--- src/rtl/mem_port_arbiter_if.sv ---
`default_nettype none
// ============================================================================
// Module      : mem_port_arbiter_if
// Description : Bundle of the fetch port, data port, RAM port and status
//               signals around mem_port_arbiter.
//               slave  : arbiter side (takes requests, drives RAM/status)
//               master : environment side (core ports plus RAM model)
// Ports       : if_*  instruction-fetch read port
//               dm_*  data load/store port
//               ram_* single-port RAM (ram_dout registered inside the RAM)
//               busy, align_err status
// Revision    : 1.0 - initial release
// ============================================================================
interface mem_port_arbiter_if #(
  parameter int ADDR_W = 10,
  parameter int DATA_W = 32
);
  logic              if_req;
  logic [31:0]       if_addr;
  logic              if_gnt;
  logic              if_valid;
  logic [DATA_W-1:0] if_rdata;

  logic              dm_req;
  logic              dm_we;
  logic [31:0]       dm_addr;
  logic [DATA_W-1:0] dm_wdata;
  logic              dm_gnt;
  logic              dm_valid;
  logic [DATA_W-1:0] dm_rdata;

  logic              ram_we;
  logic [ADDR_W-1:0] ram_addr;
  logic [DATA_W-1:0] ram_din;
  logic [DATA_W-1:0] ram_dout;

  logic              busy;
  logic              align_err;

  modport slave (
    input  if_req, if_addr, dm_req, dm_we, dm_addr, dm_wdata, ram_dout,
    output if_gnt, if_valid, if_rdata, dm_gnt, dm_valid, dm_rdata,
           ram_we, ram_addr, ram_din, busy, align_err
  );

  modport master (
    output if_req, if_addr, dm_req, dm_we, dm_addr, dm_wdata, ram_dout,
    input  if_gnt, if_valid, if_rdata, dm_gnt, dm_valid, dm_rdata,
           ram_we, ram_addr, ram_din, busy, align_err
  );
endinterface
`default_nettype wire

--- src/rtl/mem_port_arbiter.sv ---
`default_nettype none
// ============================================================================
// Module      : mem_port_arbiter
// Description : Two-requester arbiter and sequencer for the shared single-port
//               RAM of the multi-cycle core. One access in flight at a time:
//               IDLE (arbitrate/latch) -> CMD (drive RAM) -> WAIT (capture
//               registered read data) -> DONE (valid pulse) -> IDLE.
// Ports       : clk   - system clock, rising edge
//               reset - asynchronous active-low reset
//               bus   - mem_port_arbiter_if.slave (fetch, data, RAM, status)
// Revision    : 1.0 - initial release
// ============================================================================
module mem_port_arbiter #(
  parameter int ADDR_W = 10,
  parameter int DATA_W = 32
) (
  input  wire              clk,
  input  wire              reset,
  mem_port_arbiter_if.slave bus
);

  typedef enum logic [1:0] {
    S_IDLE = 2'd0,
    S_CMD  = 2'd1,
    S_WAIT = 2'd2,
    S_DONE = 2'd3
  } state_t;

  state_t state_q, state_d;

  // Latched command
  logic              own_dm_q;
  logic              we_q;
  logic [ADDR_W-1:0] waddr_q;
  logic [DATA_W-1:0] wdata_q;

  // Round-robin memory: 1 = data port owned the most recent grant.
  logic              last_dm_q;

  logic              if_gnt_q, dm_gnt_q;
  logic              if_valid_q, dm_valid_q;
  logic [DATA_W-1:0] if_rdata_q, dm_rdata_q;
  logic              align_err_q;

  logic              grant;
  logic              sel_dm;
  logic [31:0]       sel_addr;
  logic [1:0]        unused_addr_hi;

  // ------------------------------------------------------------------
  // Next-state / arbitration
  // ------------------------------------------------------------------
  always_comb begin
    state_d  = state_q;
    grant    = 1'b0;
    // Data port wins alone, or on a tie when fetch had the last grant.
    sel_dm   = bus.dm_req & (~bus.if_req | ~last_dm_q);
    sel_addr = sel_dm ? bus.dm_addr : bus.if_addr;
    case (state_q)
      S_IDLE: begin
        if (bus.if_req | bus.dm_req) begin
          grant   = 1'b1;
          state_d = S_CMD;
        end
      end
      S_CMD:   state_d = S_WAIT;
      S_WAIT:  state_d = S_DONE;
      S_DONE:  state_d = S_IDLE;
      default: state_d = S_IDLE;
    endcase
  end

  // Upper address bits beyond the RAM are intentionally discarded (wrap).
  assign unused_addr_hi = {^sel_addr[31:ADDR_W+2], 1'b0};

  always_ff @(posedge clk or negedge reset) begin
    if (!reset) state_q <= S_IDLE;
    else        state_q <= state_d;
  end

  // ------------------------------------------------------------------
  // Command latch, handshake pulses and read-data capture
  // ------------------------------------------------------------------
  always_ff @(posedge clk or negedge reset) begin
    if (!reset) begin
      own_dm_q    <= 1'b0;
      we_q        <= 1'b0;
      waddr_q     <= '0;
      wdata_q     <= '0;
      last_dm_q   <= 1'b1;
      if_gnt_q    <= 1'b0;
      dm_gnt_q    <= 1'b0;
      if_valid_q  <= 1'b0;
      dm_valid_q  <= 1'b0;
      if_rdata_q  <= '0;
      dm_rdata_q  <= '0;
      align_err_q <= 1'b0;
    end else begin
      if_gnt_q   <= grant & ~sel_dm;
      dm_gnt_q   <= grant & sel_dm;
      if_valid_q <= (state_q == S_WAIT) & ~own_dm_q;
      dm_valid_q <= (state_q == S_WAIT) & own_dm_q;

      if (grant) begin
        own_dm_q  <= sel_dm;
        we_q      <= sel_dm & bus.dm_we;
        waddr_q   <= sel_addr[ADDR_W+1:2];
        wdata_q   <= sel_dm ? bus.dm_wdata : '0;
        last_dm_q <= sel_dm;
        if (sel_addr[1:0] != 2'b00) align_err_q <= 1'b1;
      end

      // RAM output is valid during WAIT for the read sampled at end of CMD.
      if ((state_q == S_WAIT) && !we_q) begin
        if (own_dm_q) dm_rdata_q <= bus.ram_dout;
        else          if_rdata_q <= bus.ram_dout;
      end
    end
  end

  // ------------------------------------------------------------------
  // Outputs
  // ------------------------------------------------------------------
  // Write strobe only in CMD so a reset during CMD kills it immediately.
  assign bus.ram_we    = (state_q == S_CMD) & we_q;
  assign bus.ram_addr  = waddr_q;
  assign bus.ram_din   = wdata_q;
  assign bus.busy      = (state_q != S_IDLE);
  assign bus.if_gnt    = if_gnt_q;
  assign bus.dm_gnt    = dm_gnt_q;
  assign bus.if_valid  = if_valid_q;
  assign bus.dm_valid  = dm_valid_q;
  assign bus.if_rdata  = if_rdata_q;
  assign bus.dm_rdata  = dm_rdata_q;
  assign bus.align_err = align_err_q;

endmodule
`default_nettype wire
--- src/flat_wrapper.sv ---
// flat-port wrapper written by rule: the top's interface ports become plain ports
module mem_port_arbiter_flat 
#(
  parameter int ADDR_W = 10,
  parameter int DATA_W = 32
)
  (clk, reset, bus_if_req, bus_if_addr, bus_dm_req, bus_dm_we, bus_dm_addr, bus_dm_wdata, bus_ram_dout, bus_if_gnt, bus_if_valid, bus_if_rdata, bus_dm_gnt, bus_dm_valid, bus_dm_rdata, bus_ram_we, bus_ram_addr, bus_ram_din, bus_busy, bus_align_err);
  mem_port_arbiter_if #(.ADDR_W(ADDR_W), .DATA_W(DATA_W)) bus_i ();
  input  wire clk;
  input  wire reset;
  input wire logic [$bits(bus_i.if_req)-1:0] bus_if_req;
  input wire logic [$bits(bus_i.if_addr)-1:0] bus_if_addr;
  input wire logic [$bits(bus_i.dm_req)-1:0] bus_dm_req;
  input wire logic [$bits(bus_i.dm_we)-1:0] bus_dm_we;
  input wire logic [$bits(bus_i.dm_addr)-1:0] bus_dm_addr;
  input wire logic [$bits(bus_i.dm_wdata)-1:0] bus_dm_wdata;
  input wire logic [$bits(bus_i.ram_dout)-1:0] bus_ram_dout;
  output wire logic [$bits(bus_i.if_gnt)-1:0] bus_if_gnt;
  output wire logic [$bits(bus_i.if_valid)-1:0] bus_if_valid;
  output wire logic [$bits(bus_i.if_rdata)-1:0] bus_if_rdata;
  output wire logic [$bits(bus_i.dm_gnt)-1:0] bus_dm_gnt;
  output wire logic [$bits(bus_i.dm_valid)-1:0] bus_dm_valid;
  output wire logic [$bits(bus_i.dm_rdata)-1:0] bus_dm_rdata;
  output wire logic [$bits(bus_i.ram_we)-1:0] bus_ram_we;
  output wire logic [$bits(bus_i.ram_addr)-1:0] bus_ram_addr;
  output wire logic [$bits(bus_i.ram_din)-1:0] bus_ram_din;
  output wire logic [$bits(bus_i.busy)-1:0] bus_busy;
  output wire logic [$bits(bus_i.align_err)-1:0] bus_align_err;
  assign bus_i.if_req = bus_if_req;
  assign bus_i.if_addr = bus_if_addr;
  assign bus_i.dm_req = bus_dm_req;
  assign bus_i.dm_we = bus_dm_we;
  assign bus_i.dm_addr = bus_dm_addr;
  assign bus_i.dm_wdata = bus_dm_wdata;
  assign bus_i.ram_dout = bus_ram_dout;
  assign bus_if_gnt = bus_i.if_gnt;
  assign bus_if_valid = bus_i.if_valid;
  assign bus_if_rdata = bus_i.if_rdata;
  assign bus_dm_gnt = bus_i.dm_gnt;
  assign bus_dm_valid = bus_i.dm_valid;
  assign bus_dm_rdata = bus_i.dm_rdata;
  assign bus_ram_we = bus_i.ram_we;
  assign bus_ram_addr = bus_i.ram_addr;
  assign bus_ram_din = bus_i.ram_din;
  assign bus_busy = bus_i.busy;
  assign bus_align_err = bus_i.align_err;
  mem_port_arbiter #(.ADDR_W(ADDR_W), .DATA_W(DATA_W)) u_core (.clk(clk), .reset(reset), .bus(bus_i));
endmodule
--- config.mk ---
export PLATFORM = sky130hd
export DESIGN_NAME = mem_port_arbiter_flat
export DESIGN_NICKNAME = d
export VERILOG_FILES = /design/src/rtl/mem_port_arbiter_if.sv /design/src/rtl/mem_port_arbiter.sv /design/src/flat_wrapper.sv
export SDC_FILE = /design/constraint.sdc
export NUM_CORES = 1
export LEC_CHECK = 0
export ABC_AREA = 1
export CORE_ASPECT_RATIO = 0.7
export CORE_MARGIN = 4
export CORE_UTILIZATION = 30
export CTS_CLUSTER_DIAMETER = 200
export DETAILED_ROUTE_END_ITERATION = 7
export DONT_BUFFER_PORTS = 1
export PLACE_DENSITY = 0.44
export SLEW_MARGIN = 15
export SYNTH_ARGS = -nofsm -noshare
export SYNTH_HDL_FRONTEND = slang
export SYNTH_SLANG_ARGS = --single-unit
--- constraint.sdc ---
create_clock -name clk -period 3.6 [get_ports clk]
set_input_delay 0.72 -clock clk [delete_from_list [all_inputs] [get_ports clk]]
set_output_delay 0.72 -clock clk [all_outputs]
set_load 0.03 [all_outputs]
==> impl_metrics.env, run 1 <==
export IMPL_synthAdderAreaFrac_pct=0.841
export IMPL_ios=246
export IMPL_port_buffers=0
export IMPL_drive_gt1_share_pct=8.40
export IMPL_cts_root_buf="clkbuf_16"
export IMPL_switchingPower_mw=2.88
export IMPL_dr_total_vias=3145
export IMPL_r2r_slack_ns=1.23
export IMPL_core_sq_um=14200
export IMPL_worstSetupPathType="reg -> out"
export IMPL_max_freq_mhz=419
export IMPL_synth_compound_area_share_pct=7.71
export IMPL_tns_ns=0
export IMPL_slew_headroom_pct=28.5
export IMPL_dieArea_sq_um=16900
export IMPL_synth_seq_cells=116
export IMPL_synthSimpleGateAreaFrac_pct=20.5
export IMPL_synth_xor_area_share_pct=0
export IMPL_clock_path_buffers=2
export IMPL_syn_num_nets=614
export IMPL_postSynthAreaPerCell_sq_um=9.34
export IMPL_grt_overflow_total=0
export IMPL_cts_sinks=116
export IMPL_cp_max_fo=13
export IMPL_wl_met2_mm=5.08
export IMPL_clk_latency_ns=0.41
export IMPL_fin_worst_skew_ns=0.00734
export IMPL_worst_endpoint_arrival_ns=1.67
export IMPL_crit_chain="inv_1 -> ha_1 -> inv_2"
export IMPL_hold_class="in -> async"
export IMPL_cap_viol_max_count=0
export IMPL_place_hpwl_mm=7.67
export IMPL_area_growth_pct=18.3
export IMPL_worstMarginPinSlew_ns=1.07
export IMPL_switching_share_pct=45.6
export IMPL_dpl_worst_slack_ns=1.24
export IMPL_drtPass1Iterations=5
export IMPL_cellPowerDensity_nw_per_um2=1190
export IMPL_grtUsageTotal_pct=13.4
export IMPL_start_util_pct=31.4
export IMPL_instances_no_fill=678
export IMPL_clkPwrFrac_pct=28.0
export IMPL_clkSlewWorstSetupHoldPaths_ns=0.05
export IMPL_yosys_area_top_type_share_pct=64.4
export IMPL_drt_iter0_drc=240
export IMPL_insertedDiodeCount=0
export IMPL_leakagePower_nw=2.69
export IMPL_netlist_top_cells_area="dfrtp_1 (64%), nand2_1 (15%), o21ai_0 (7.3%)"
export IMPL_synth_top_family_by_area="simple AND/OR/NAND/NOR gates"
export IMPL_syn_area_sq_um=4470
export IMPL_wl_met1_mm=5.00
export IMPL_synth_cell_types=19
export IMPL_worstPathRequired_ns=2.88
export IMPL_p_int_mw=3.44
export IMPL_htreeDepth=4
export IMPL_startpoint_type="flop"
export IMPL_endpoint="bus_busy"
export IMPL_seq_power_share_pct=54.8
export IMPL_status="finished clean"
export IMPL_wl_mm=11.3
export IMPL_r2r_end="u_core.bus.ram_addr[3]$_DFFE_PN0P_"
export IMPL_placement_rows=36
export IMPL_r2r_worst_path_cells=6
export IMPL_grt_pass1_vias=3190
export IMPL_endpoint_kind="output port"
export IMPL_wl_met3_mm=1.04
export IMPL_synth_yosys_seq_area_share_pct=65.0
export IMPL_drc_errors=0
export IMPL_place_inst=644
export IMPL_finalCriticalPeriod_ns=2.39
export IMPL_rsz0062_at_grt="no"
export IMPL_grt_max_degree=116
export IMPL_highest_layer="met4"
export IMPL_avgViaCountPerCell=4.64
export IMPL_yosysWarnings=0
export IMPL_hold_viol_final=0
export IMPL_wl_per_cell_microns=16.6
export IMPL_die_w_microns=154
export IMPL_place_area_sq_um=4600
export IMPL_grt_pass1_wl_mm=17.7
export IMPL_nets=611
export IMPL_syn_inst=478
export IMPL_antenna_found_initial=0
export IMPL_slowest_stage="ha_1"
export IMPL_final_common_cell="nand2_1"
export IMPL_cts_buffers=17
export IMPL_yosysTopAreaCell="dfrtp_1"
export IMPL_worst_slack_ns=1.21
export IMPL_gp_congestion=0.785
export IMPL_finalCritPeriodShare_pct=66.3
export IMPL_die_h_microns=110
export IMPL_max_stage_delay_ns=0.53
export IMPL_r2r_start="u_core.state_q[0]$_DFFE_PN0P_"
export IMPL_synth_mux_area_share_pct=0
export IMPL_antenna_left=0
export IMPL_final_cell_mix="nand2_1 (182), dfrtp_1 (115), o21ai_0 (65)"
export IMPL_final_cell_area_sq_um=5280
export IMPL_power_frac_comb_pct=17.3
export IMPL_cts_tree="built"
export IMPL_maxSlewViolCount=0
export IMPL_startpoint="u_core.state_q[0]$_DFFE_PN0P_"
export IMPL_ir_worst_vdd_uv=470
export IMPL_setup_viol=0
## power by group through the flow
stage | Clock (mW) | Combinational (mW) | Sequential (mW)
after floorplan | 0 | 0.871 | 3.30
after global placement | 0 | 1.00 | 3.50
after detailed placement | 0 | 1.06 | 3.49
after CTS | 1.81 | 1.09 | 3.48
after global routing | 1.88 | 1.31 | 3.53
final | 1.77 | 1.09 | 3.46
## critical path, delay by kind of cell (launching register included)
kind | cells | cell delay, ns
buffers and inverters | 2 | 0.34
flip-flops | 1 | 0.39
adder cells (fa/ha/maj) | 1 | 0.53
## stage by stage
step                utilization [%]  total power, mW  hold WS [ns]
finish                         37.1             6.31         0.161
global route                   37.1             6.72         0.129
CTS                            36.9             6.38         0.131
detailed placement             32.3             4.55         0.427
global placement               32.3             4.50         0.427
floorplan                         -             4.17         0.424
## registers in the layout, summed over array words and instances, names as in the netlist
signal / count
u_core.bus.dm_gnt: 1
u_core.bus.if_gnt: 1
u_core.bus.align_err: 1
u_core.bus.ram_addr: 10
u_core.own_dm_q: 1
u_core.last_dm_q: 1
u_core.bus.if_valid: 1
u_core.bus.dm_valid: 1
u_core.bus.if_rdata: 32
u_core.state_q: 2
u_core.we_q: 1
u_core.bus.dm_rdata: 32
u_core.bus.ram_din: 32
## layout make-up
class / instances / area [sq um]
inverter: 42 / 158
sequential: 116 / 2900
tap: 190 / 238
multi-input combinational: 296 / 1300
fill: 1449 / 8950
clock inverter: 13 / 181
clock buffer: 19 / 443
timing repair buffer: 2 / 55.1
## per-layer routing
metal	vias to the layer above	track usage (%)
li1	1501	-
met1	1492	17.8
met2	142	19.4
met3	10	5.70
met4	0	5.73
met5	-	0
## kinds of logic after synthesis
group / Yosys count
AND/OR/NAND/NOR: 225
flip-flops: 116
AO/OA/AOI/OAI: 68
buffers and inverters: 66
adder cells (fa/ha/maj): 3
## worst min-delay path by stage
stage,from,end,slack (ns),depth (start not counted)
2_1_floorplan,reset,u_core.bus.align_err$_DFFE_PN0P_,0.42,0
3_3_place_gp,reset,u_core.bus.ram_addr[2]$_DFFE_PN0P_,0.43,0
3_5_place_dp,reset,u_core.bus.ram_addr[7]$_DFFE_PN0P_,0.43,0
4_1_cts,reset,u_core.last_dm_q$_DFFE_PN1P_,0.13,0
5_1_grt,reset,u_core.last_dm_q$_DFFE_PN1P_,0.13,0
6_report,reset,u_core.last_dm_q$_DFFE_PN1P_,0.16,0
## what timing repair did
action	4_1_cts	5_1_grt
hold buffers	1	0
resized for setup	0	0
hold endpoints to repair	115	0
setup buffers	0	0
endpoints found under the setup margin	0	0
## synthesized netlist by cell type
master and instances:
inv_2 1, o21ai_2 1, ha_1 3, dfstp_2 1
nor2_4 1, nand2_2 3, nand2_1 182, nor2_1 6
buf_4 1, nand4_1 10, inv_1 41, buf_2 11
o21ai_0 65, nand3_1 22, nor2_2 1, o21ai_1 1
dfrtp_1 115, a21oi_1 1, clkbuf_1 12
Note: power is estimated with default switching activity, not from simulation.
==> run 2, diff against run 1 <==
clock period = 2.25 ns   (was 3.6 ns; I/O delays follow)
==> run 2 against run 1 <==
The flow now finishes with violations (negative hold slack). Flip-flop and latch count did not move. Count of clock-buffer cells in the layout rose by 4. Clock power rose by 64%. Global-route usage fell by 0.050 points. Die area did not move. Routed wire length fell by 0.69%. Largest power group unchanged.
==> impl_metrics.env, run 2 (synthesis results as in run 1) <==
export IMPL_status="finished with violations"
export IMPL_violations="negative hold slack"
export IMPL_hold_class="in -> async"
export IMPL_p_int_mw=5.68
export IMPL_avgViaCountPerCell=4.59
export IMPL_startpoint_type="flop"
export IMPL_utilization_pct=37.6
export IMPL_slew_headroom_pct=68.1
export IMPL_postCtsSetupBuffers=0
export IMPL_power_frac_comb_pct=17.6
export IMPL_finalCritPeriodShare_pct=77.7
export IMPL_r2r_end="u_core.bus.if_rdata[26]$_DFFE_PN0P_"
export IMPL_cap_viol_max_count=0
export IMPL_max_freq_mhz=572
export IMPL_holdWs_ns=-0.262
export IMPL_area_sequential_sq_um=2900
export IMPL_cts_tree="built"
export IMPL_switching_share_pct=44.5
export IMPL_ir_worst_vdd_uv=475
export IMPL_r2r_slack_ns=0.56
export IMPL_dpl_worst_slack_ns=0.556
export IMPL_die_w_microns=154
export IMPL_wl_mm=11.2
export IMPL_tns_ns=0
export IMPL_r2r_start="u_core.state_q[0]$_DFFE_PN0P_"
export IMPL_cts_sinks=116
export IMPL_cellPowerDensity_nw_per_um2=1910
export IMPL_worst_slack_ns=0.502
export IMPL_antenna_found_initial=0
export IMPL_place_hpwl_mm=7.95
export IMPL_area_growth_pct=19.8
export IMPL_final_common_cell="nand2_1"
export IMPL_multiInputGateArea_sq_um=1300
export IMPL_die_h_microns=110
export IMPL_fin_worst_skew_ns=0.00603
export IMPL_clkSlewWorstSetupHoldPaths_ns=0.05
export IMPL_placement_rows=36
export IMPL_maxSlewViolCount=0
export IMPL_drtPass1Iterations=4
export IMPL_final_cell_mix="nand2_1 (182), dfrtp_1 (115), o21ai_0 (65)"
export IMPL_dieArea_sq_um=16900
export IMPL_final_fill_count=1456
export IMPL_dr_total_vias=3134
export IMPL_start_util_pct=31.4
export IMPL_insertedDiodeCount=0
export IMPL_ctsResizeCount=0
export IMPL_ios=246
export IMPL_grt_pass1_vias=3245
export IMPL_worstMarginPinSlew_ns=0.476
export IMPL_worst_endpoint_arrival_ns=1.30
export IMPL_switchingPower_mw=4.55
export IMPL_cts_root_buf="clkbuf_16"
export IMPL_setup_viol=0
export IMPL_rsz0062_at_grt="no"
export IMPL_clock_path_buffers=2
export IMPL_htreeDepth=4
export IMPL_clk_latency_ns=0.41
export IMPL_finalCriticalPeriod_ns=1.75
export IMPL_grt_pass1_wl_mm=17.6
export IMPL_core_sq_um=14200
export IMPL_clkPwrFrac_pct=28.4
export IMPL_seq_power_share_pct=54.0
export IMPL_hold_viol_final=116
export IMPL_antenna_left=0
export IMPL_cts_buffers=17
export IMPL_drive_gt1_share_pct=9.33
export IMPL_grt_overflow_total=0
export IMPL_worstSetupPathType="reg -> out"
export IMPL_gp_congestion=0.771
export IMPL_port_buffers=0
export IMPL_r2r_worst_path_cells=8
export IMPL_wl_per_cell_microns=16.4
export IMPL_cp_max_fo=3
export IMPL_leakagePower_nw=2.75
export IMPL_grtUsageTotal_pct=13.4
export IMPL_grt_max_degree=117
export IMPL_nets=616
export IMPL_worstPathRequired_ns=1.80
export IMPL_drc_errors=0
export IMPL_drt_iter0_drc=195
export IMPL_endpoint_kind="output port"
==> run 2: cell type report <==
class | instances | share of cell area (%)
Sequential cell | 116 | 54.3
Multi-Input combinational cell | 296 | 24.4
Clock buffer | 23 | 9.31
Tap cell | 190 | 4.44
Inverter | 42 | 2.95
Clock inverter | 9 | 2.76
Timing Repair Buffer | 7 | 1.92
==> run 2: routing by layer <==
layer | global-route usage [%] | vias to the layer above | wire (microns)
li1 | - | 1502 | -
met5 | 0 | - | 0
met3 | 5.66 | 11 | 940
met4 | 5.67 | 0 | 138
met2 | 20.3 | 113 | 5240
met1 | 17.0 | 1508 | 4880
==> run 2: metrics by stage <==
stage	instance area, sq um	total power [mW]	hold WS (ns)	instances
floorplan	4470	6.68	0.154	478
global placement	4710	7.33	0.158	651
detailed placement	4710	7.41	0.158	651
CTS	5350	10.4	-0.288	683
global route	5350	10.8	-0.290	683
finish	5350	10.2	-0.262	683
==> run 2: how the worst max path moves through the flow <==
stage	from	cells after the start	endpoint
after global placement	u_core.state_q[0]$_DFFE_PN0P_	8	u_core.bus.if_rdata[29]$_DFFE_PN0P_
final	u_core.state_q[1]$_DFFE_PN0P_	4	bus_ram_we
after global routing	u_core.state_q[0]$_DFFE_PN0P_	7	u_core.bus.if_rdata[17]$_DFFE_PN0P_
after CTS	u_core.state_q[1]$_DFFE_PN0P_	4	bus_ram_we
after detailed placement	u_core.state_q[0]$_DFFE_PN0P_	8	u_core.bus.if_rdata[23]$_DFFE_PN0P_
after floorplan	u_core.state_q[0]$_DFFE_PN0P_	7	u_core.bus.ram_addr[1]$_DFFE_PN0P_
==> run 2: worst max-delay path, cell delays in order, from the launching register on <==
cell and delay, ns:
dfrtp_1 0.37, inv_1 0.10, ha_1 0.16, nand2_1 0.05
inv_1 0.22
==> run 2: power by group through the flow <==
stage	clock network [mW]	logic [mW]	registers [mW]
after floorplan	0	1.39	5.28
after global placement	0	1.74	5.59
after detailed placement	0	1.84	5.57
after CTS	2.97	1.84	5.56
after global routing	3.08	2.13	5.64
final	2.91	1.80	5.52
==> run 3, diff against run 2 <==
clock period = 1.8 ns   (was 2.25 ns; I/O delays follow)
==> run 3 against run 2 <==
The flow still finishes with violations (negative hold slack). Cell area fell by 0.16%. Count of clock-buffer cells in the layout decreased by 3. Worst hold slack lost 0.081 ns. Clock skew grew 0.0047 ns. Global-route usage hardly changed. Routed wire length is 0.55% higher. Sequential share of layout area rose by 0.089 points. Flip-flop and latch count unchanged. Register-to-register slack worse by 0.24 ns. Via count shrank 0.77%. Largest cell class unchanged.
==> impl_metrics.env, run 3 (synthesis results as in run 1) <==
export IMPL_status="finished with violations"
export IMPL_violations="negative hold slack"
export IMPL_avgViaCountPerCell=4.55
export IMPL_wl_per_cell_microns=16.5
export IMPL_place_area_sq_um=4730
export IMPL_rsz0062_at_grt="no"
export IMPL_finalCritPeriodShare_pct=93.6
export IMPL_dr_total_vias=3110
export IMPL_final_fill_count=1462
export IMPL_drive_gt1_share_pct=9.11
export IMPL_drc_errors=0
export IMPL_drt_iter0_drc=235
export IMPL_cap_viol_max_count=0
export IMPL_leakagePower_nw=2.73
export IMPL_grt_pass1_vias=3212
export IMPL_place_hpwl_mm=7.82
export IMPL_clkSlewWorstSetupHoldPaths_ns=0.06
export IMPL_ir_worst_vdd_uv=694
export IMPL_hold_viol_final=116
export IMPL_r2r_end="u_core.bus.ram_addr[1]$_DFFE_PN0P_"
export IMPL_slew_headroom_pct=25.9
export IMPL_r2r_start="u_core.state_q[0]$_DFFE_PN0P_"
export IMPL_worst_slack_ns=0.115
export IMPL_die_w_microns=154
export IMPL_area_sequential_sq_um=2900
export IMPL_worst_endpoint_arrival_ns=1.33
export IMPL_final_common_cell="nand2_1"
export IMPL_nets=617
export IMPL_port_buffers=0
export IMPL_grt_overflow_total=0
export IMPL_tns_ns=0
export IMPL_fin_worst_skew_ns=0.0107
export IMPL_cts_root_buf="clkbuf_16"
export IMPL_ios=246
export IMPL_cts_buffers=17
export IMPL_htreeDepth=4
export IMPL_final_cell_mix="nand2_1 (182), dfrtp_1 (115), o21ai_0 (65)"
export IMPL_start_util_pct=31.4
export IMPL_core_sq_um=14200
export IMPL_area_growth_pct=19.6
export IMPL_cts_tree="built"
export IMPL_r2r_worst_path_cells=7
export IMPL_grt_max_degree=117
export IMPL_startpoint="u_core.state_q[0]$_DFFE_PN0P_"
export IMPL_cellPowerDensity_nw_per_um2=2370
export IMPL_r2r_slack_ns=0.32
export IMPL_dpl_worst_slack_ns=0.226
export IMPL_drtPass1Iterations=6
export IMPL_clk_latency_ns=0.40
export IMPL_final_cell_area_sq_um=5340
export IMPL_worstSetupPathType="reg -> out"
export IMPL_grtUsageTotal_pct=13.4
export IMPL_cp_max_fo=4
export IMPL_setup_viol=0
export IMPL_worstPathRequired_ns=1.44
export IMPL_hold_class="in -> async"
export IMPL_startpoint_type="flop"
export IMPL_cts_sinks=116
export IMPL_die_h_microns=110
export IMPL_wl_mm=11.3
export IMPL_clock_path_buffers=2
export IMPL_max_freq_mhz=593
export IMPL_endpoint_kind="output port"
export IMPL_holdWs_ns=-0.343
export IMPL_worstMarginPinSlew_ns=1.11
export IMPL_instances_no_fill=684
export IMPL_finalCriticalPeriod_ns=1.69
export IMPL_placement_rows=36
export IMPL_insertedDiodeCount=0
export IMPL_grt_pass1_wl_mm=18.0
export IMPL_gp_congestion=0.771
export IMPL_multiInputGateArea_sq_um=1300
export IMPL_place_inst=652
export IMPL_antenna_left=0
export IMPL_maxSlewViolCount=0
export IMPL_antenna_found_initial=0
export IMPL_dieArea_sq_um=16900
## run 3: cell types whose count changed in the layout (fill, tap and decap cells not counted), sizes merged
cell	delta
clkbuf	-3
buf	+1
clkinv	+1
clkinvlp	+1
inv	+1
## run 3: critical path, stage by stage, from the launching register on
cell and delay [ns]:
dfrtp_1 0.37, inv_1 0.07, ha_1 0.26, inv_2 0.22
## run 3: final cells by class
| class | count | share of cell area, % |
|---|---|---|
| sequential | 116 | 54.4 |
| multi-input combinational | 296 | 24.4 |
| clock buffer | 20 | 8.17 |
| tap | 190 | 4.45 |
| clock inverter | 12 | 3.37 |
| inverter | 42 | 2.95 |
| timing repair buffer | 8 | 2.30 |
## run 3: repair_timing
| item | 4_1_cts | 5_1_grt |
|---|---|---|
| gates resized for setup | 0 | 0 |
| buffers inserted | 0 | 0 |
| endpoints found under the hold margin | 116 | 116 |
## run 3: worst max path at each step
| stage | to |
|---|---|
| floorplan | u_core.bus.ram_addr[1]$_DFFE_PN0P_ |
| finish | bus_busy |
| CTS | bus_busy |
| global placement | u_core.bus.ram_addr[0]$_DFFE_PN0P_ |
| detailed placement | u_core.bus.ram_addr[9]$_DFFE_PN0P_ |
| global route | bus_busy |
## run 3: where the power goes
group / switching (mW) / internal (mW) / leakage, nW
logic: 1.39 / 0.861 / 0.991
clock network: 1.19 / 2.32 / 0.295
registers: 3.13 / 3.77 / 1.45
total: 5.72 / 6.95 / 2.73
## run 3: metrics by stage
step / total power [mW] / utilization [%] / hold slack, ns
detailed placement: 9.30 / 33.2 / 0.0675
CTS: 12.9 / 37.5 / -0.370
floorplan: 8.35 / - / 0.0644
global route: 13.5 / 37.5 / -0.376
global placement: 9.20 / 33.2 / 0.0677
finish: 12.7 / 37.5 / -0.343
## run 3: routing by layer
metal / GRT usage (%) / wire (microns) / vias to the layer above
met1: 17.7 / 5100 / 1484
li1: - / - / 1502
met5: 0 / 0 / -
met4: 5.29 / 116 / 0
met3: 4.99 / 929 / 7
met2: 20.2 / 5120 / 117
